<file path="config.mk">
export PLATFORM = sky130hd
export DESIGN_NAME = int_alu_dispatch_flat
export DESIGN_NICKNAME = d
export VERILOG_FILES = /design/src/rtl/int_alu_dispatch_if.sv /design/src/rtl/int_alu_dispatch.sv /design/src/flat_wrapper.sv
export SDC_FILE = /design/constraint.sdc
export NUM_CORES = 1
export LEC_CHECK = 0
export ABC_CLOCK_PERIOD_IN_PS = 4600
export BUFFER_PORTS_ARGS = -buffer_cell sky130_fd_sc_hd__buf_4
export CAP_MARGIN = 20
export CORE_AREA = 10 10 122 102
export CTS_CLUSTER_SIZE = 20
export DETAILED_ROUTE_END_ITERATION = 7
export DIE_AREA = 0 0 132 112
export GPL_TIMING_DRIVEN = 1
export PLACE_DENSITY = 0.79
export SYNTH_ARGS = -nofsm -noshare
export SYNTH_HDL_FRONTEND = slang
export SYNTH_SLANG_ARGS = --single-unit
export TNS_END_PERCENT = 10
</file>
<file path="constraint.sdc">
create_clock -name clk -period 4.6 [get_ports clk]
set_input_delay 0.69 -clock clk [delete_from_list [all_inputs] [get_ports clk]]
set_output_delay 0.69 -clock clk [all_outputs]
set_load 0.005 [all_outputs]
</file>
<file path="src/rtl/int_alu_dispatch_if.sv">
// Bundle of the decode-side request, integer-ALU handshake and writeback
// signals for int_alu_dispatch. The dispatcher uses the slave view. The
// environment (decode stage, ALU and writeback) uses the master view.
interface int_alu_dispatch_if;
  // decode side
  logic        req_valid;
  logic        req_ready;
  logic [31:0] req_op1;
  logic [31:0] req_op2;
  logic [3:0]  req_operation;
  logic [4:0]  req_dst;
  // integer ALU side
  logic [31:0] alu_op1;
  logic [31:0] alu_op2;
  logic [3:0]  alu_operation;
  logic        alu_en;
  logic        alu_en_knock_down;
  logic        alu_done;
  logic [31:0] alu_out;
  logic [1:0]  alu_flag;
  // writeback side
  logic        wb_valid;
  logic        wb_ready;
  logic [31:0] wb_data;
  logic [1:0]  wb_flag;
  logic [4:0]  wb_dst;
  logic        wb_timeout;

  modport slave (
    input  req_valid, req_op1, req_op2, req_operation, req_dst,
    input  alu_en_knock_down, alu_done, alu_out, alu_flag,
    input  wb_ready,
    output req_ready, alu_op1, alu_op2, alu_operation, alu_en,
    output wb_valid, wb_data, wb_flag, wb_dst, wb_timeout
  );

  modport master (
    output req_valid, req_op1, req_op2, req_operation, req_dst,
    output alu_en_knock_down, alu_done, alu_out, alu_flag,
    output wb_ready,
    input  req_ready, alu_op1, alu_op2, alu_operation, alu_en,
    input  wb_valid, wb_data, wb_flag, wb_dst, wb_timeout
  );
endinterface

</file>
<file path="src/rtl/int_alu_dispatch.sv">
// Integer ALU dispatcher. It accepts one operation from decode and starts
// the integer ALU. It then waits for the ALU result, or gives up after
// TIMEOUT cycles. Finally it holds the result on the writeback port until
// that port accepts it.
module int_alu_dispatch #(
  parameter int TIMEOUT = 64
) (
  input logic              clk,
  input logic              rst,
  int_alu_dispatch_if.slave bus
);

  localparam int CNT_W = $clog2(TIMEOUT + 1);
  localparam logic [CNT_W-1:0] CNT_LAST = CNT_W'(TIMEOUT - 1);

  typedef enum logic [1:0] {
    IDLE  = 2'd0,
    ISSUE = 2'd1,
    WAIT  = 2'd2,
    RESP  = 2'd3
  } state_t;

  state_t            state_reg, state_next;
  logic [31:0]       op1_reg, op1_next;
  logic [31:0]       op2_reg, op2_next;
  logic [3:0]        operation_reg, operation_next;
  logic [4:0]        dst_reg, dst_next;
  logic [31:0]       data_reg, data_next;
  logic [1:0]        flag_reg, flag_next;
  logic              timeout_reg, timeout_next;
  logic [CNT_W-1:0]  cnt_reg, cnt_next;

  // State and datapath registers. Reset is asynchronous, so alu_en and
  // wb_valid (both decoded from state) drop as soon as rst rises.
  always_ff @(posedge clk or posedge rst) begin
    if (rst) begin
      state_reg     <= IDLE;
      op1_reg       <= '0;
      op2_reg       <= '0;
      operation_reg <= '0;
      dst_reg       <= '0;
      data_reg      <= '0;
      flag_reg      <= '0;
      timeout_reg   <= 1'b0;
      cnt_reg       <= '0;
    end else begin
      state_reg     <= state_next;
      op1_reg       <= op1_next;
      op2_reg       <= op2_next;
      operation_reg <= operation_next;
      dst_reg       <= dst_next;
      data_reg      <= data_next;
      flag_reg      <= flag_next;
      timeout_reg   <= timeout_next;
      cnt_reg       <= cnt_next;
    end
  end

  // Next-state and next-datapath logic. A result (or the timeout marker)
  // is captured only on the transition into RESP. It therefore stays
  // frozen for the whole writeback stall.
  always_comb begin
    state_next     = state_reg;
    op1_next       = op1_reg;
    op2_next       = op2_reg;
    operation_next = operation_reg;
    dst_next       = dst_reg;
    data_next      = data_reg;
    flag_next      = flag_reg;
    timeout_next   = timeout_reg;
    cnt_next       = cnt_reg;

    case (state_reg)
      IDLE: begin
        // ALU handshakes are ignored here. Only a request moves us on.
        if (bus.req_valid) begin
          op1_next       = bus.req_op1;
          op2_next       = bus.req_op2;
          operation_next = bus.req_operation;
          dst_next       = bus.req_dst;
          cnt_next       = '0;
          state_next     = ISSUE;
        end
      end

      ISSUE, WAIT: begin
        cnt_next = cnt_reg + CNT_W'(1);
        // Done wins over the timeout when both happen in the same cycle.
        // A done seen while still issuing implies that the start was taken.
        if (bus.alu_done) begin
          data_next    = bus.alu_out;
          flag_next    = bus.alu_flag;
          timeout_next = 1'b0;
          state_next   = RESP;
        end else if (cnt_reg == CNT_LAST) begin
          data_next    = '0;
          flag_next    = '0;
          timeout_next = 1'b1;
          state_next   = RESP;
        end else if (state_reg == ISSUE && bus.alu_en_knock_down) begin
          state_next = WAIT;
        end
      end

      RESP: begin
        if (bus.wb_ready) begin
          state_next = IDLE;
        end
      end

      default: state_next = IDLE;
    endcase
  end

  // Handshake outputs are pure decodes of the state. Operand and result
  // outputs come straight from their holding registers.
  assign bus.req_ready     = (state_reg == IDLE);
  assign bus.alu_en        = (state_reg == ISSUE);
  assign bus.alu_op1       = op1_reg;
  assign bus.alu_op2       = op2_reg;
  assign bus.alu_operation = operation_reg;
  assign bus.wb_valid      = (state_reg == RESP);
  assign bus.wb_data       = data_reg;
  assign bus.wb_flag       = flag_reg;
  assign bus.wb_dst        = dst_reg;
  assign bus.wb_timeout    = timeout_reg;

endmodule

</file>
<file path="src/flat_wrapper.sv">
// flat-port wrapper written by rule: the top's interface ports become plain ports
module int_alu_dispatch_flat 
#(
  parameter int TIMEOUT = 64
)
  (clk, rst, bus_req_valid, bus_req_op1, bus_req_op2, bus_req_operation, bus_req_dst, bus_alu_en_knock_down, bus_alu_done, bus_alu_out, bus_alu_flag, bus_wb_ready, bus_req_ready, bus_alu_op1, bus_alu_op2, bus_alu_operation, bus_alu_en, bus_wb_valid, bus_wb_data, bus_wb_flag, bus_wb_dst, bus_wb_timeout);
  int_alu_dispatch_if bus_i ();
  input logic clk;
  input logic rst;
  input wire logic [$bits(bus_i.req_valid)-1:0] bus_req_valid;
  input wire logic [$bits(bus_i.req_op1)-1:0] bus_req_op1;
  input wire logic [$bits(bus_i.req_op2)-1:0] bus_req_op2;
  input wire logic [$bits(bus_i.req_operation)-1:0] bus_req_operation;
  input wire logic [$bits(bus_i.req_dst)-1:0] bus_req_dst;
  input wire logic [$bits(bus_i.alu_en_knock_down)-1:0] bus_alu_en_knock_down;
  input wire logic [$bits(bus_i.alu_done)-1:0] bus_alu_done;
  input wire logic [$bits(bus_i.alu_out)-1:0] bus_alu_out;
  input wire logic [$bits(bus_i.alu_flag)-1:0] bus_alu_flag;
  input wire logic [$bits(bus_i.wb_ready)-1:0] bus_wb_ready;
  output wire logic [$bits(bus_i.req_ready)-1:0] bus_req_ready;
  output wire logic [$bits(bus_i.alu_op1)-1:0] bus_alu_op1;
  output wire logic [$bits(bus_i.alu_op2)-1:0] bus_alu_op2;
  output wire logic [$bits(bus_i.alu_operation)-1:0] bus_alu_operation;
  output wire logic [$bits(bus_i.alu_en)-1:0] bus_alu_en;
  output wire logic [$bits(bus_i.wb_valid)-1:0] bus_wb_valid;
  output wire logic [$bits(bus_i.wb_data)-1:0] bus_wb_data;
  output wire logic [$bits(bus_i.wb_flag)-1:0] bus_wb_flag;
  output wire logic [$bits(bus_i.wb_dst)-1:0] bus_wb_dst;
  output wire logic [$bits(bus_i.wb_timeout)-1:0] bus_wb_timeout;
  assign bus_i.req_valid = bus_req_valid;
  assign bus_i.req_op1 = bus_req_op1;
  assign bus_i.req_op2 = bus_req_op2;
  assign bus_i.req_operation = bus_req_operation;
  assign bus_i.req_dst = bus_req_dst;
  assign bus_i.alu_en_knock_down = bus_alu_en_knock_down;
  assign bus_i.alu_done = bus_alu_done;
  assign bus_i.alu_out = bus_alu_out;
  assign bus_i.alu_flag = bus_alu_flag;
  assign bus_i.wb_ready = bus_wb_ready;
  assign bus_req_ready = bus_i.req_ready;
  assign bus_alu_op1 = bus_i.alu_op1;
  assign bus_alu_op2 = bus_i.alu_op2;
  assign bus_alu_operation = bus_i.alu_operation;
  assign bus_alu_en = bus_i.alu_en;
  assign bus_wb_valid = bus_i.wb_valid;
  assign bus_wb_data = bus_i.wb_data;
  assign bus_wb_flag = bus_i.wb_flag;
  assign bus_wb_dst = bus_i.wb_dst;
  assign bus_wb_timeout = bus_i.wb_timeout;
  int_alu_dispatch #(.TIMEOUT(TIMEOUT)) u_core (.clk(clk), .rst(rst), .bus(bus_i));
endmodule
</file>
==> results_dict.tcl <==
set metrics [dict create \
    status "complete, no violations" \
    finalSetupViolations 0 \
    ys_types 30 \
    clock_latency_ns 0.41 \
    dp_cells 640 \
    synth_top_area_cell "dfrtp_1" \
    n_antenna_cell 0 \
    place.gp.congestion 0.774 \
    place_ws_ns 2.32 \
    syn_avg_cell_area_um2 15.5 \
    clock-sinks 117 \
    final_cell_count_no_fill 672 \
    clockPowerShare_pct 26.6 \
    syn_nets 407 \
    first_iter_violations 156 \
    yosys.area.top_type_share_pct 65.3 \
    multiInputGateArea_um2 1450 \
    grt_usage_pct 16.9 \
    leakage_uw 0.00342 \
    cts_hold_buf 0 \
    root_buffer "clkbuf_16" \
    via_per_inst 4.91 \
    io_pins 224 \
    synth_seq_cells 117 \
    vias 3299 \
    min_path_type "in -> async" \
    netlist_area_um2 4480 \
    grt_pass1_vias 3697 \
    yosys-top-cells-area "dfrtp_1 (65%), mux2_2 (18%), a22o_1 (7.0%)" \
    routedWlPerCell_um 19.0 \
    required_ns 4.85 \
    antenna_left 0 \
    core_um2 10000 \
    port_buffers 223 \
    layout_setup_ws_ns 2.31 \
    start_util_pct 44.7 \
    combPwrFrac_pct 37.7 \
    cts_tree "yes" \
    post-route-drc-count 0 \
    postCtsResizedCells 0 \
    synth_flop_cell "dfrtp_1" \
    clock.fmax_mhz 436 \
    crit_type "reg -> reg" \
    dieArea_um2 14800 \
    whs_ns 0.166 \
    cts_buffers 17 \
    ys_seq_area_share_pct 65.3 \
    crit_fanout 35 \
    slew_headroom_pct 34.7 \
    seqCellArea_um2 2930 \
    synthCells 290 \
    synth_edf_count 0 \
    fin_setup_tns_ns 0 \
    async_flop_share_pct 100 \
    rows 33 \
    layout-drive-gt1-share_pct 62.8 \
    critPathCaptureType "flip-flop" \
    rsz0062_at_grt "no" \
    power_density_nw_per_um2 745 \
    dp_hpwl_um 9590 \
    peakVddDrop_mv 0.430 \
    cts_htree_levels 4 \
    switching_share_pct 29.0 \
    gr-total-overflow 0 \
    switching_power_uw 1490 \
    num-nets-final 636 \
    worst_slew_pin_slew_ns 0.979 \
    hold_viol_final 0 \
    clock_skew_ns 0.0122 \
    synthToLayoutAreaGrowth_pct 53.6 \
    firstDrtPassIters 7 \
    finalCritPeriodShare_pct 49.9 \
    internal_power_uw 3640 \
    clk_pin_slew_worst_paths_ns 0.06 \
    fp.dieH_um 112 \
    clockBufferDepth 2 \
    wirelength_um 12800 \
    grt_max_degree 75 \
    nFillCells 752 \
    yosys_warnings 0 \
    min_period_ns 2.29 \
    pwr-share-seq_pct 35.7 \
    max-cap-violations 0 \
    slew_viol_final 0 \
    antenna_found_initial 0 \
    postCtsSetupBuffers 0 \
    grt_pass1_wl_um 19900 \
    crit_arrival_ns 2.55 \
    setup.worst_path.start_class "flip-flop" \
    fp.dieW_um 132 \
]
power by group through the flow:
stage,clock [uW],combinational (uW),sequential [uW]
2_1_floorplan,0,887,1850
3_3_place_gp,0,1910,1810
3_5_place_dp,0,1970,1840
4_1_cts,1390,1980,1830
5_1_grt,1440,2110,1890
6_report,1370,1930,1830
logic make-up (layout without fill, tap and decap cells):
group	Yosys count	after routing	synth area share, %
mux	75	75	18.8
compound gates	49	49	9.21
simple gates	24	24	2.88
flops	117	117	65.3
buf+inv	20	262	2.51
xor+xnor	1	1	0.195
fa+ha+maj	4	4	1.12
synth_stat cells (3+ instances only):
master	count
nor2_1	4
o21ai_0	3
buf_6	3
a21oi_1	3
nand2_1	8
ha_1	4
inv_1	4
dfrtp_1	117
mux2_2	73
a22o_1	36
buf_2	12
metrics by stage:
| stage | total power [uW] | utilization [%] | instance area (um^2) |
|---|---|---|---|
| after floorplan | 2740 | - | 4480 |
| after global placement | 3720 | 62.5 | 6270 |
| after detailed placement | 3810 | 62.5 | 6270 |
| after CTS | 5210 | 68.6 | 6880 |
| after global routing | 5440 | 68.6 | 6880 |
| final | 5130 | 68.6 | 6880 |
critical path, stage by stage, from the launching register on:
cell      delay, ns
dfrtp_1        0.39
inv_1          0.07
ha_1           0.47
and2_1         0.28
a21oi_4        0.70
o221ai_1       0.23
final cells by class:
class / instances / area share, %
sequential: 117 / 42.5
multi-input combinational: 153 / 21.1
inverter: 4 / 0.254
timing repair buffer: 226 / 24.6
tap: 140 / 2.54
clock buffer: 22 / 6.74
clock inverter: 10 / 2.22
final timing paths:
check / from / endpoint / slack [ns] / depth (start not counted)
max in group asynchronous: rst / u_core.bus.alu_op1[19] / 3.51 / 3
worst max-delay path: u_core.state_reg[0] / u_core.state_reg[0] / 2.31 / 5
worst min register to register: u_core.bus.wb_flag[0] / u_core.bus.wb_flag[0] / 0.50 / 1
worst min-delay path: rst / u_core.bus.alu_op1[14] / 0.17 / 2
min in group clk: u_core.bus.wb_flag[0] / u_core.bus.wb_flag[0] / 0.50 / 1
worst max register to register: u_core.state_reg[0] / u_core.state_reg[0] / 2.31 / 5
layout by cell type (no fill, tap or decap), drive strengths merged, types with 2 or more instances in the layout:
| cell | instances |
|---|---|
| dfrtp | 117 |
| mux2 | 73 |
| buf | 226 |
| nand3 | 3 |
| clkbuf | 22 |
| mux2i | 2 |
| o21ai | 3 |
| nor2 | 4 |
| ha | 4 |
| a21oi | 4 |
| clkinv | 5 |
| or3 | 2 |
| a22o | 36 |
| nor3 | 3 |
| inv | 4 |
| nand2 | 8 |
| bufinv | 4 |
layer usage:
metal  vias up  global-route usage, %  wire length [um]
li1       1513                      -                 -
met1      1633                   17.7              4980
met2       141                   29.0              6470
met3        12                   8.72              1210
met4         0                   5.63               127
met5         -                      0                 0
No activity file was read; power rests on OpenSTA's default activity.
